--- src/rtl/inst_fetch_stack_pkg.sv ---
// inst_fetch_pkg: shared defaults, next-PC select encoding and perf counter width
package inst_fetch_pkg;
  localparam int PC_W_DEF = 10;
  localparam int DEPTH_DEF = 4;
  localparam int PERF_W = 16;
  typedef enum logic [2:0] {SEL_START, SEL_HOLD, SEL_RET, SEL_CALL, SEL_BRANCH, SEL_INC} pc_sel_e;
endpackage

--- src/rtl/inst_fetch_stack_if.sv ---
// inst_fetch_stack_if: fetch control bus; master drives requests, slave returns PC/stack status.
// Ports: Start/StartAddr, Stall, BranchEn/BranchOnFlag/branch_flag/BranchRel/Target, CallEn, RetEn
// in; ProgCtr, StackDepth, StackErr out; BranchCount out when INSTFETCH_PERF_EN is defined.
interface inst_fetch_stack_if #(
  parameter int PC_W = 10,
  parameter int DEPTH = 4,
  parameter int SD_W = $clog2(DEPTH + 1)
) ();
  logic Start;
  logic [PC_W-1:0] StartAddr;
  logic Stall;
  logic BranchEn;
  logic BranchOnFlag;
  logic branch_flag;
  logic BranchRel;
  logic [PC_W-1:0] Target;
  logic CallEn;
  logic RetEn;
  logic [PC_W-1:0] ProgCtr;
  logic [SD_W-1:0] StackDepth;
  logic StackErr;
`ifdef INSTFETCH_PERF_EN
  logic [15:0] BranchCount;
`endif
  modport master (
    output Start, StartAddr, Stall, BranchEn, BranchOnFlag, branch_flag, BranchRel, Target, CallEn, RetEn,
    input ProgCtr, StackDepth, StackErr
`ifdef INSTFETCH_PERF_EN
    , input BranchCount
`endif
  );
  modport slave (
    input Start, StartAddr, Stall, BranchEn, BranchOnFlag, branch_flag, BranchRel, Target, CallEn, RetEn,
    output ProgCtr, StackDepth, StackErr
`ifdef INSTFETCH_PERF_EN
    , output BranchCount
`endif
  );
endinterface

--- src/rtl/inst_fetch_stack_ret_addr_stack.sv ---
// ret_addr_stack: DEPTH-entry LIFO of return addresses.
// Ports: clk, rst_n (async active-low), clr (sync), push/pop/din in; top, depth, full, empty out.
// Push while full and pop while empty are ignored; push wins if both are requested.
module ret_addr_stack #(
  parameter int W = 10,
  parameter int DEPTH = 4,
  parameter int SD_W = $clog2(DEPTH + 1)
) (
  input  logic clk,
  input  logic rst_n,
  input  logic clr,
  input  logic push,
  input  logic pop,
  input  logic [W-1:0] din,
  output logic [W-1:0] top,
  output logic [SD_W-1:0] depth,
  output logic full,
  output logic empty
);
  localparam int AW = DEPTH > 1 ? $clog2(DEPTH) : 1;
  logic [W-1:0] mem [DEPTH];
  logic [SD_W-1:0] depth_q, depth_d, below;
  assign full = depth_q == SD_W'(DEPTH);
  assign empty = depth_q == '0;
  assign below = depth_q - SD_W'(1);
  assign top = mem[below[AW-1:0]];
  assign depth = depth_q;
  always_comb
    depth_d = clr ? '0 : (push && !full) ? depth_q + SD_W'(1) : (pop && !empty) ? below : depth_q;
  always_ff @(posedge clk or negedge rst_n)
    if (!rst_n) depth_q <= '0;
    else depth_q <= depth_d;
  always_ff @(posedge clk)
    if (push && !full && !clr) mem[depth_q[AW-1:0]] <= din;
endmodule

--- src/rtl/inst_fetch_stack.sv ---
// inst_fetch_stack: program counter with absolute/relative branches, call/return stack, stall and start load.
// Ports: Clk, Reset (async active-low), bus (inst_fetch_stack_if.slave).
// Optional INSTFETCH_PERF_EN adds a saturating BranchCount of taken flow changes.
module inst_fetch_stack
  import inst_fetch_pkg::*;
#(
  parameter int PC_W = PC_W_DEF,
  parameter int DEPTH = DEPTH_DEF,
  parameter int SD_W = $clog2(DEPTH + 1)
) (
  input logic Clk,
  input logic Reset,
  inst_fetch_stack_if.slave bus
);
  logic [PC_W-1:0] pc_q, pc_d, pc_inc, tgt, top;
  logic err_q, err_d, full, empty, push, pop, taken;
  pc_sel_e sel;
  assign pc_inc = pc_q + PC_W'(1);
  // same-width add is the sign-extended offset modulo 2^PC_W
  assign tgt = bus.BranchRel ? pc_q + bus.Target : bus.Target;
  assign taken = bus.BranchEn && (!bus.BranchOnFlag || bus.branch_flag);
  always_comb
    sel = bus.Start ? SEL_START : bus.Stall ? SEL_HOLD : bus.RetEn ? SEL_RET :
          bus.CallEn ? SEL_CALL : taken ? SEL_BRANCH : SEL_INC;
  assign push = sel == SEL_CALL && !full;
  assign pop = sel == SEL_RET && !empty;
  // failed call/return fall through to a plain increment
  always_comb
    pc_d = sel == SEL_START ? bus.StartAddr : sel == SEL_HOLD ? pc_q : pop ? top :
           (push || sel == SEL_BRANCH) ? tgt : pc_inc;
  assign err_d = err_q || (sel == SEL_RET && empty) || (sel == SEL_CALL && full);
  always_ff @(posedge Clk or negedge Reset)
    if (!Reset) begin
      pc_q <= '0;
      err_q <= 1'b0;
    end else begin
      pc_q <= pc_d;
      err_q <= err_d;
    end
  ret_addr_stack #(.W(PC_W), .DEPTH(DEPTH), .SD_W(SD_W)) u_ras (
    .clk(Clk),
    .rst_n(Reset),
    .clr(sel == SEL_START),
    .push(push),
    .pop(pop),
    .din(pc_inc),
    .top(top),
    .depth(bus.StackDepth),
    .full(full),
    .empty(empty)
  );
  assign bus.ProgCtr = pc_q;
  assign bus.StackErr = err_q;
`ifdef INSTFETCH_PERF_EN
  logic [PERF_W-1:0] cnt_q, cnt_d;
  always_comb
    cnt_d = sel == SEL_START ? '0 : ((pop || push || sel == SEL_BRANCH) && !(&cnt_q)) ? cnt_q + PERF_W'(1) : cnt_q;
  always_ff @(posedge Clk or negedge Reset)
    if (!Reset) cnt_q <= '0;
    else cnt_q <= cnt_d;
  assign bus.BranchCount = cnt_q;
`endif
endmodule

--- src/flat_wrapper.sv ---
// flat-port wrapper written by rule: the top's interface ports become plain ports
module inst_fetch_stack_flat import inst_fetch_pkg::*;
#(
  parameter int PC_W = PC_W_DEF,
  parameter int DEPTH = DEPTH_DEF,
  parameter int SD_W = $clog2(DEPTH + 1)
)
  (Clk, Reset, bus_Start, bus_StartAddr, bus_Stall, bus_BranchEn, bus_BranchOnFlag, bus_branch_flag, bus_BranchRel, bus_Target, bus_CallEn, bus_RetEn, bus_ProgCtr, bus_StackDepth, bus_StackErr);
  inst_fetch_stack_if #(.PC_W(PC_W), .DEPTH(DEPTH), .SD_W(SD_W)) bus_i ();
  input logic Clk;
  input logic Reset;
  input wire logic [$bits(bus_i.Start)-1:0] bus_Start;
  input wire logic [$bits(bus_i.StartAddr)-1:0] bus_StartAddr;
  input wire logic [$bits(bus_i.Stall)-1:0] bus_Stall;
  input wire logic [$bits(bus_i.BranchEn)-1:0] bus_BranchEn;
  input wire logic [$bits(bus_i.BranchOnFlag)-1:0] bus_BranchOnFlag;
  input wire logic [$bits(bus_i.branch_flag)-1:0] bus_branch_flag;
  input wire logic [$bits(bus_i.BranchRel)-1:0] bus_BranchRel;
  input wire logic [$bits(bus_i.Target)-1:0] bus_Target;
  input wire logic [$bits(bus_i.CallEn)-1:0] bus_CallEn;
  input wire logic [$bits(bus_i.RetEn)-1:0] bus_RetEn;
  output wire logic [$bits(bus_i.ProgCtr)-1:0] bus_ProgCtr;
  output wire logic [$bits(bus_i.StackDepth)-1:0] bus_StackDepth;
  output wire logic [$bits(bus_i.StackErr)-1:0] bus_StackErr;
  assign bus_i.Start = bus_Start;
  assign bus_i.StartAddr = bus_StartAddr;
  assign bus_i.Stall = bus_Stall;
  assign bus_i.BranchEn = bus_BranchEn;
  assign bus_i.BranchOnFlag = bus_BranchOnFlag;
  assign bus_i.branch_flag = bus_branch_flag;
  assign bus_i.BranchRel = bus_BranchRel;
  assign bus_i.Target = bus_Target;
  assign bus_i.CallEn = bus_CallEn;
  assign bus_i.RetEn = bus_RetEn;
  assign bus_ProgCtr = bus_i.ProgCtr;
  assign bus_StackDepth = bus_i.StackDepth;
  assign bus_StackErr = bus_i.StackErr;
  inst_fetch_stack #(.PC_W(PC_W), .DEPTH(DEPTH), .SD_W(SD_W)) u_core (.Clk(Clk), .Reset(Reset), .bus(bus_i));
endmodule
--- config.mk ---
export PLATFORM = sky130hd
export DESIGN_NAME = inst_fetch_stack_flat
export DESIGN_NICKNAME = d
export VERILOG_FILES = /design/src/rtl/inst_fetch_stack_pkg.sv /design/src/rtl/inst_fetch_stack_if.sv /design/src/rtl/inst_fetch_stack_ret_addr_stack.sv /design/src/rtl/inst_fetch_stack.sv /design/src/flat_wrapper.sv
export SDC_FILE = /design/constraint.sdc
export NUM_CORES = 1
export LEC_CHECK = 0
export CAP_MARGIN = 25
export CORE_UTILIZATION = 30
export CTS_CLUSTER_SIZE = 8
export DETAILED_ROUTE_END_ITERATION = 6
export GPL_ROUTABILITY_DRIVEN = 0
export HOLD_SLACK_MARGIN = 0.05
export PLACE_DENSITY = 0.54
export SYNTH_ARGS = -nofsm -noshare
export SYNTH_HDL_FRONTEND = slang
export SYNTH_SLANG_ARGS = --single-unit
--- constraint.sdc ---
create_clock -name Clk -period 2.6 [get_ports Clk]
set_clock_uncertainty 0.2 [all_clocks]
set_input_delay 0.52 -clock Clk [delete_from_list [all_inputs] [get_ports Clk]]
set_output_delay 0.52 -clock Clk [all_outputs]
set_load 0.005 [all_outputs]
Word level (Yosys, flattened, before mapping)

Memory sizes are Yosys's and may differ from the RTL's.
Index checks and enable logic that the tools add are counted.

Logic and storage cells: 48
Latch bits: 0
Memories: 1
Bits in read-only memories: 0
Input bits: 30
Memory bits (writable): 40
Output and inout port bits: 14
Bits in registers: 14

Eq/ne operators: 6
Order comparisons: 0
Multipliers: 0
Bitwise operators: 0
Add/subtract/negate cells: 4
Reductions and logical operators: 19
Shift-type cells: 0
Multiplexer cells: 15
Divide/modulo/power cells: 0

Memories:

| memory           | words | bits a word | rd ports | clocked after memory_dff | write ports | line                                  | text |
|---|---|---|---|---|---|---|---|
| u_core.u_ras.mem | 4     | 10          | 1        | 0                        | 1           | inst_fetch_stack_ret_addr_stack.sv:21 | `logic [W-1:0] mem [DEPTH];` |

Operators with widths:

| kind                    | number |
|---|---|
| $mux W10                | 5 |
| $mux W3                 | 7 |
| $add A10 B1 Y10 const B | 1 |
| $add A10 B10 Y10        | 1 |
| $logic_and A1 B1 Y1     | 8 |
| $eq A3 B2 Y1 const B    | 2 |
| $eq A3 B3 Y1 const B    | 2 |
| $logic_not A3 Y1        | 2 |
| $logic_not A1 Y1        | 4 |
| $logic_or A1 B1 Y1      | 4 |
| $add A3 B1 Y3 const B   | 1 |
| $eq A3 B1 Y1 const B    | 1 |
| $mux W1                 | 3 |
| $reduce_bool A3 Y1      | 1 |
| $sub A3 B1 Y3 const B   | 1 |
| $ne A2 B2 Y1 const B    | 1 |

Longest topological paths before layout

Word-level depth: 15
Depth in mapped cells: 10
Depth with buffers taken out: 9

Modules after synthesis

A second synthesis with hierarchy kept.

Cells, all modules: 268
Area, all modules: 3201.8 um^2

Modules (own cells, without submodules):

| module           | seq. area each (um^2) | cells each | times used | area each (um^2) |
|---|---|---|---|---|
| ret_addr_stack   | 1276.2                | 86         | 1          | 1751.7 |
| inst_fetch_stack | 275.3                 | 182        | 1          | 1450.1 |

Worst setup path before layout

OpenSTA, ideal clock, no wires.

Path type: reg2reg
Start point: register u_core.u_ras.depth_q[0] (netlist: u_core.u_ras.depth[0])
End point: register u_core.u_ras.depth_q[2] (netlist: u_core.u_ras.depth[2])
Data required time: 2306 ps
Setup slack: 6 ps
Data arrival time: 2299 ps
Buffers on the path: 1
Clock period less this slack: 2594 ps
Setup time: 94 ps
Cell stages (with the launch flop): 10
Cells stage by stage: dfrtp_1 > buf_6 > inv_1 > ha_1 > ha_1 > nand2b_1 > nor4_2 > and2_1 > nor3_1 > a211oi_1

Longest elaborated chain between the ends: 6
Elaborated cells between the ends (all ways): 14
Classes of those cells: 2 x add/sub; 1 x eq/ne; 3 x mux; 8 x reduce/logical

RTL lines:

| what                                                                  | line                                  | text |
|---|---|---|
| start, declared                                                       | inst_fetch_stack_ret_addr_stack.sv:22 | `logic [SD_W-1:0] depth_q, depth_d, below;` |
| start signal, assigned                                                | inst_fetch_stack_ret_addr_stack.sv:32 | `else depth_q <= depth_d;` |
| parallel branches: the longest is 6 deep, another holds $sub A3 B1 Y3 | -                                     |  |

Parallel ways; which one is timed is not known. The select of a mux whose other input is x is not followed.
A chain may end at the register's enable or synchronous reset.

Worst setup path in the final report

Start point: input port bus_Target[6]
End point: register u_core.pc_q[7] (netlist: u_core.bus.ProgCtr[7])

Longest elaborated chain between the ends: 6

RTL lines:

| what                   | line                   | text |
|---|---|---|
| start, declared        | flat_wrapper.sv:19     | `input wire logic [$bits(bus_i.Target)-1:0] bus_Target;` |
| $add A10 B10 Y10       | inst_fetch_stack.sv:20 | `assign tgt = bus.BranchRel ? pc_q + bus.Target : bus.Target;` |
| $mux W10               | inst_fetch_stack.sv:20 |  |
| $mux W10               | inst_fetch_stack.sv:30 | `(push \|\| sel == SEL_BRANCH) ? tgt : pc_inc;` |
| $mux W10 (3 in series) | inst_fetch_stack.sv:29 | `pc_d = sel == SEL_START ? bus.StartAddr : sel == SEL_HOLD ? pc_q : pop ? top :` |
| end signal, assigned   | inst_fetch_stack.sv:37 | `pc_q <= pc_d;` |
| end, declared          | inst_fetch_stack.sv:15 | `logic [PC_W-1:0] pc_q, pc_d, pc_inc, tgt, top;` |

No other way between the ends. The select of a mux whose other input is x is not followed.

==> results.sh <==
export IMPL_outcome="completed"
export IMPL_rsz_0062_raised_after_global_routing="no"
export IMPL_drc=0
export IMPL_crit_required_ps=2620
export IMPL_antenna_violations_before_repair=0
export IMPL_cts_root_buffer="sky130_fd_sc_hd__clkbuf_8"
export IMPL_grt_overflow_total=0
export IMPL_drt_first_pass_iters=4
export IMPL_cts_tree="done"
export IMPL_clock_input_transition_at_the_sequential_cells_of_the_worst_setup_and_hold_paths_ps=100
export IMPL_first_pass_grt_wire_length_mm=13.7
export IMPL_nNetsFinal=412
export IMPL_globalRouteMet2Util=0.259
export IMPL_drt_antenna_violating_nets=0
export IMPL_area_growth_synth_to_final_pct=31.7
export IMPL_number_of_inserted_diodes=0
export IMPL_met1_usage=0.236
export IMPL_cap_viol_max_count=0
export IMPL_initial_cell_density_of_the_core=0.311
export IMPL_cts_sink_count=54
export IMPL_vias_in_the_first_global_route=2470
export IMPL_global_route_usage_total=0.162
export IMPL_placed_cells=494
export IMPL_synth_warnings=0
export IMPL_grtUsageMet3=0.0303
export IMPL_design_power_total_mw=2.21
export IMPL_syn_cell_area_mm2=0.00323
export IMPL_worst_slew_pin_transition_ps=756
export IMPL_number_of_enable_flip_flop_cells_after_synthesis=40
export IMPL_final_cells=502
export IMPL_cts_htree_levels=2
export IMPL_worst_setup_path_start_kind="input port"
export IMPL_portBuffers=43
export IMPL_seq_area_frac_synth=0.481
export IMPL_timing_critical_path_fanout_max=5
export IMPL_worstPathArrival_ps=2480
export IMPL_final_setup_viol_count=0
export IMPL_setup_worst_path_end_class="flop"
export IMPL_quantity_of_hold_fixing_buffers_added_after_cts=0
export IMPL_final_layout_size_suffix_gt1_frac=0.221
export IMPL_power_density_mw_per_mm2=519
export IMPL_route_detailed_wl_per_inst_um=17.3
export IMPL_detail_routed_via_count_per_cell=5.07
export IMPL_synthCells=276
export IMPL_worstHoldPathType="reg -> reg"
export IMPL_coreArea_mm2=0.0104
export IMPL_achievable_frequency_mhz=406
export IMPL_drv_slew=0
export IMPL_num_vias=2546
export IMPL_period_minus_slack_ps=2460
export IMPL_top_usage_layer="met2"
export IMPL_timing_worst_setup_path_type="in -> reg"
export IMPL_peak_supply_drop_uv=206
export IMPL_cts_buffers=5
export IMPL_postSynth_topFlopCell="sky130_fd_sc_hd__edfxtp_1"
export IMPL_worst_path_setup_slack_after_routing_ps=138
export IMPL_fin_util=0.410
export IMPL_i_o_pin_cnt=44
export IMPL_cts_buffer_depth=2
export IMPL_chipHeight_um=106
export IMPL_die_footprint_mm2=0.0112
export IMPL_grt_start_max_net_pins=24
export IMPL_detailed_place_hpwl_mm=6.81
export IMPL_netlist_cell_type_count=56
export IMPL_layout_filler_cells=1019
export IMPL_post_cts_setup_buffer_count=0
export IMPL_max_stage_delay_ps=450
export IMPL_crit_path_cell_trace="clkdlybuf4s50_1 -> ha_1 -> a2111o_1 -> a21oi_2 -> o21ai_1 -> a31oi_1 -> a21oi_1 -> o31ai_2"
export IMPL_asyncSetResetFlopFracSynth=0.259
export IMPL_mappedNetlistNets=323
export IMPL_die_w_um=106
export IMPL_postSynthAreaPerCell_um2=11.7
export IMPL_slew_headroom=0.494
export IMPL_detail_route_iter0_violations=167
export IMPL_pre_cts_slack_ps=-343
export IMPL_power_leakage_nw=1.62
export IMPL_postSynthRegisterBits=54
export IMPL_finalCritPeriodShare=0.947
export IMPL_slowest_stage="sky130_fd_sc_hd__clkdlybuf4s50_1"
export IMPL_clkLatencyLatePin_ps=300
export IMPL_num_rows=37
export IMPL_wl_mm=8.69
export IMPL_report_final_hold_viol_count=0
==> cells in the final DEF, fill, tap and decap left out, types with 3 or more instances in the layout <==
master / netlist / routed
sky130_fd_sc_hd__nand3_1: 7 / 7
sky130_fd_sc_hd__o21a_2: 3 / 3
sky130_fd_sc_hd__xnor2_1: 7 / 7
sky130_fd_sc_hd__mux4_2: 10 / 10
sky130_fd_sc_hd__nand2b_1: 5 / 5
sky130_fd_sc_hd__nor3_1: 8 / 8
sky130_fd_sc_hd__a21oi_1: 16 / 15
sky130_fd_sc_hd__clkbuf_8: 1 / 5
sky130_fd_sc_hd__o22ai_1: 5 / 5
sky130_fd_sc_hd__o21ai_1: 8 / 8
sky130_fd_sc_hd__nand4_1: 5 / 5
sky130_fd_sc_hd__and2_1: 4 / 4
sky130_fd_sc_hd__nand2_1: 14 / 14
sky130_fd_sc_hd__mux2i_1: 4 / 4
sky130_fd_sc_hd__clkdlybuf4s50_1: 0 / 42
sky130_fd_sc_hd__nor2_1: 18 / 18
sky130_fd_sc_hd__a21o_1: 3 / 3
sky130_fd_sc_hd__a22oi_1: 4 / 4
sky130_fd_sc_hd__o211ai_1: 5 / 5
sky130_fd_sc_hd__dfrtp_1: 14 / 14
sky130_fd_sc_hd__edfxtp_1: 40 / 40
sky130_fd_sc_hd__ha_1: 16 / 15
sky130_fd_sc_hd__buf_4: 0 / 48
sky130_fd_sc_hd__a211oi_1: 5 / 4
sky130_fd_sc_hd__and3_1: 3 / 3
sky130_fd_sc_hd__o21a_1: 3 / 3
sky130_fd_sc_hd__xor2_1: 6 / 6
sky130_fd_sc_hd__o21ai_0: 10 / 10
sky130_fd_sc_hd__or3_1: 3 / 3
sky130_fd_sc_hd__inv_1: 12 / 12
==> path summary, 6_finish.rpt <==
| kind | startpoint | cells past startpoint | slack (ps) | end |
|---|---|---|---|---|
| setup / recovery | bus_Target[6] | 8 | 140 | u_core.bus.ProgCtr[7] |
| max in group asynchronous | Reset | 1 | 1270 | u_core.bus.ProgCtr[3] |
| setup reg to reg | u_core.u_ras.depth[0] | 8 | 220 | u_core.u_ras.mem[3][5] |
| min in group asynchronous | Reset | 1 | 450 | u_core.u_ras.depth[1] |
| hold / removal | u_core.bus.StackErr | 1 | 260 | u_core.bus.StackErr |
| hold reg to reg | u_core.bus.StackErr | 1 | 260 | u_core.bus.StackErr |
==> repair_timing <==
item                                   4_1_cts  5_1_grt
cloned                                       0        0
pin swaps                                    0        5
endpoints found under the hold margin        0        0
setup endpoints to repair                    1        5
resized for setup                            1        4
==> cell usage after synthesis (5+ instances only) <==
cell	number	area share
sky130_fd_sc_hd__dfrtp_1	14	0.11
sky130_fd_sc_hd__nand3_1	7	0.011
sky130_fd_sc_hd__nor2_1	18	0.021
sky130_fd_sc_hd__nor3_1	8	0.012
sky130_fd_sc_hd__mux4_2	10	0.070
sky130_fd_sc_hd__o211ai_1	5	0.012
sky130_fd_sc_hd__edfxtp_1	40	0.37
sky130_fd_sc_hd__o22ai_1	5	0.0097
sky130_fd_sc_hd__o21ai_1	8	0.012
sky130_fd_sc_hd__nand2_1	14	0.016
sky130_fd_sc_hd__xor2_1	6	0.016
sky130_fd_sc_hd__o21ai_0	10	0.016
sky130_fd_sc_hd__a21oi_1	16	0.025
sky130_fd_sc_hd__xnor2_1	7	0.019
sky130_fd_sc_hd__nand2b_1	5	0.0097
sky130_fd_sc_hd__ha_1	16	0.062
sky130_fd_sc_hd__nand4_1	5	0.0097
sky130_fd_sc_hd__inv_1	12	0.014
sky130_fd_sc_hd__a211oi_1	5	0.012
==> registers in the layout, summed over array words and instances (netlist names) <==
signal / cells
u_core.bus.ProgCtr: 10
u_core.u_ras.mem: 40
u_core.u_ras.depth: 3
u_core.bus.StackErr: 1
==> where the power goes <==
| group | internal, mW | total (mW) | switching [mW] |
|---|---|---|---|
| clock network | 0.285 | 0.556 | 0.271 |
| logic | 0.321 | 0.641 | 0.320 |
| registers | 0.978 | 1.01 | 0.0318 |
| total | 1.58 | 2.21 | 0.623 |
==> metrics by stage <==
| stage | hold slack, ps | setup TNS, ps | instance area [um2] |
|---|---|---|---|
| 5_1_grt | 286 | 0 | 4250 |
| 3_3_place_gp | 245 | -1640 | 4130 |
| 2_1_floorplan | 24.4 | 0 | 3230 |
| 4_1_cts | 271 | 0 | 4240 |
| 6_report | 263 | 0 | 4250 |
| 3_5_place_dp | 247 | -1810 | 4130 |
==> per-layer routing <==
layer / routed length [um] / share of wire
met5: 0 / 0
met2: 4170 / 0.48
met3: 404 / 0.047
met1: 4110 / 0.47
met4: 0 / 0
==> worst max-delay path: cells and delay by family <==
kind	cells	cell delay [ps]
AOI/OAI and AO/OA	6	1140
buffers and inverters	1	450
adders and majority gates	1	370
==> area by class of cell <==
cell class / count / area [um2] / area share
clock buffer: 6 / 72.6 / 0.0171
clock inverter: 2 / 33.8 / 0.00794
inverter: 12 / 45.0 / 0.0106
multi-input combinational: 200 / 1570 / 0.368
sequential: 54 / 1550 / 0.365
tap: 136 / 170 / 0.0400
timing repair buffer: 92 / 813 / 0.191
==> kinds of logic (layout without fill, tap and decap cells) <==
family                     Yosys count  in the layout  synth area share
DFF                                 54             54             0.481
muxes                               15             15            0.0857
buffers and inverters               22            112            0.0384
and+or+nand+nor                     78             78             0.133
AOI/OAI and AO/OA                   77             77             0.159
xor gates and xnor gates            13             13            0.0353
adders and majority gates           17             17            0.0682
Power figures use the tool's default switching activity.
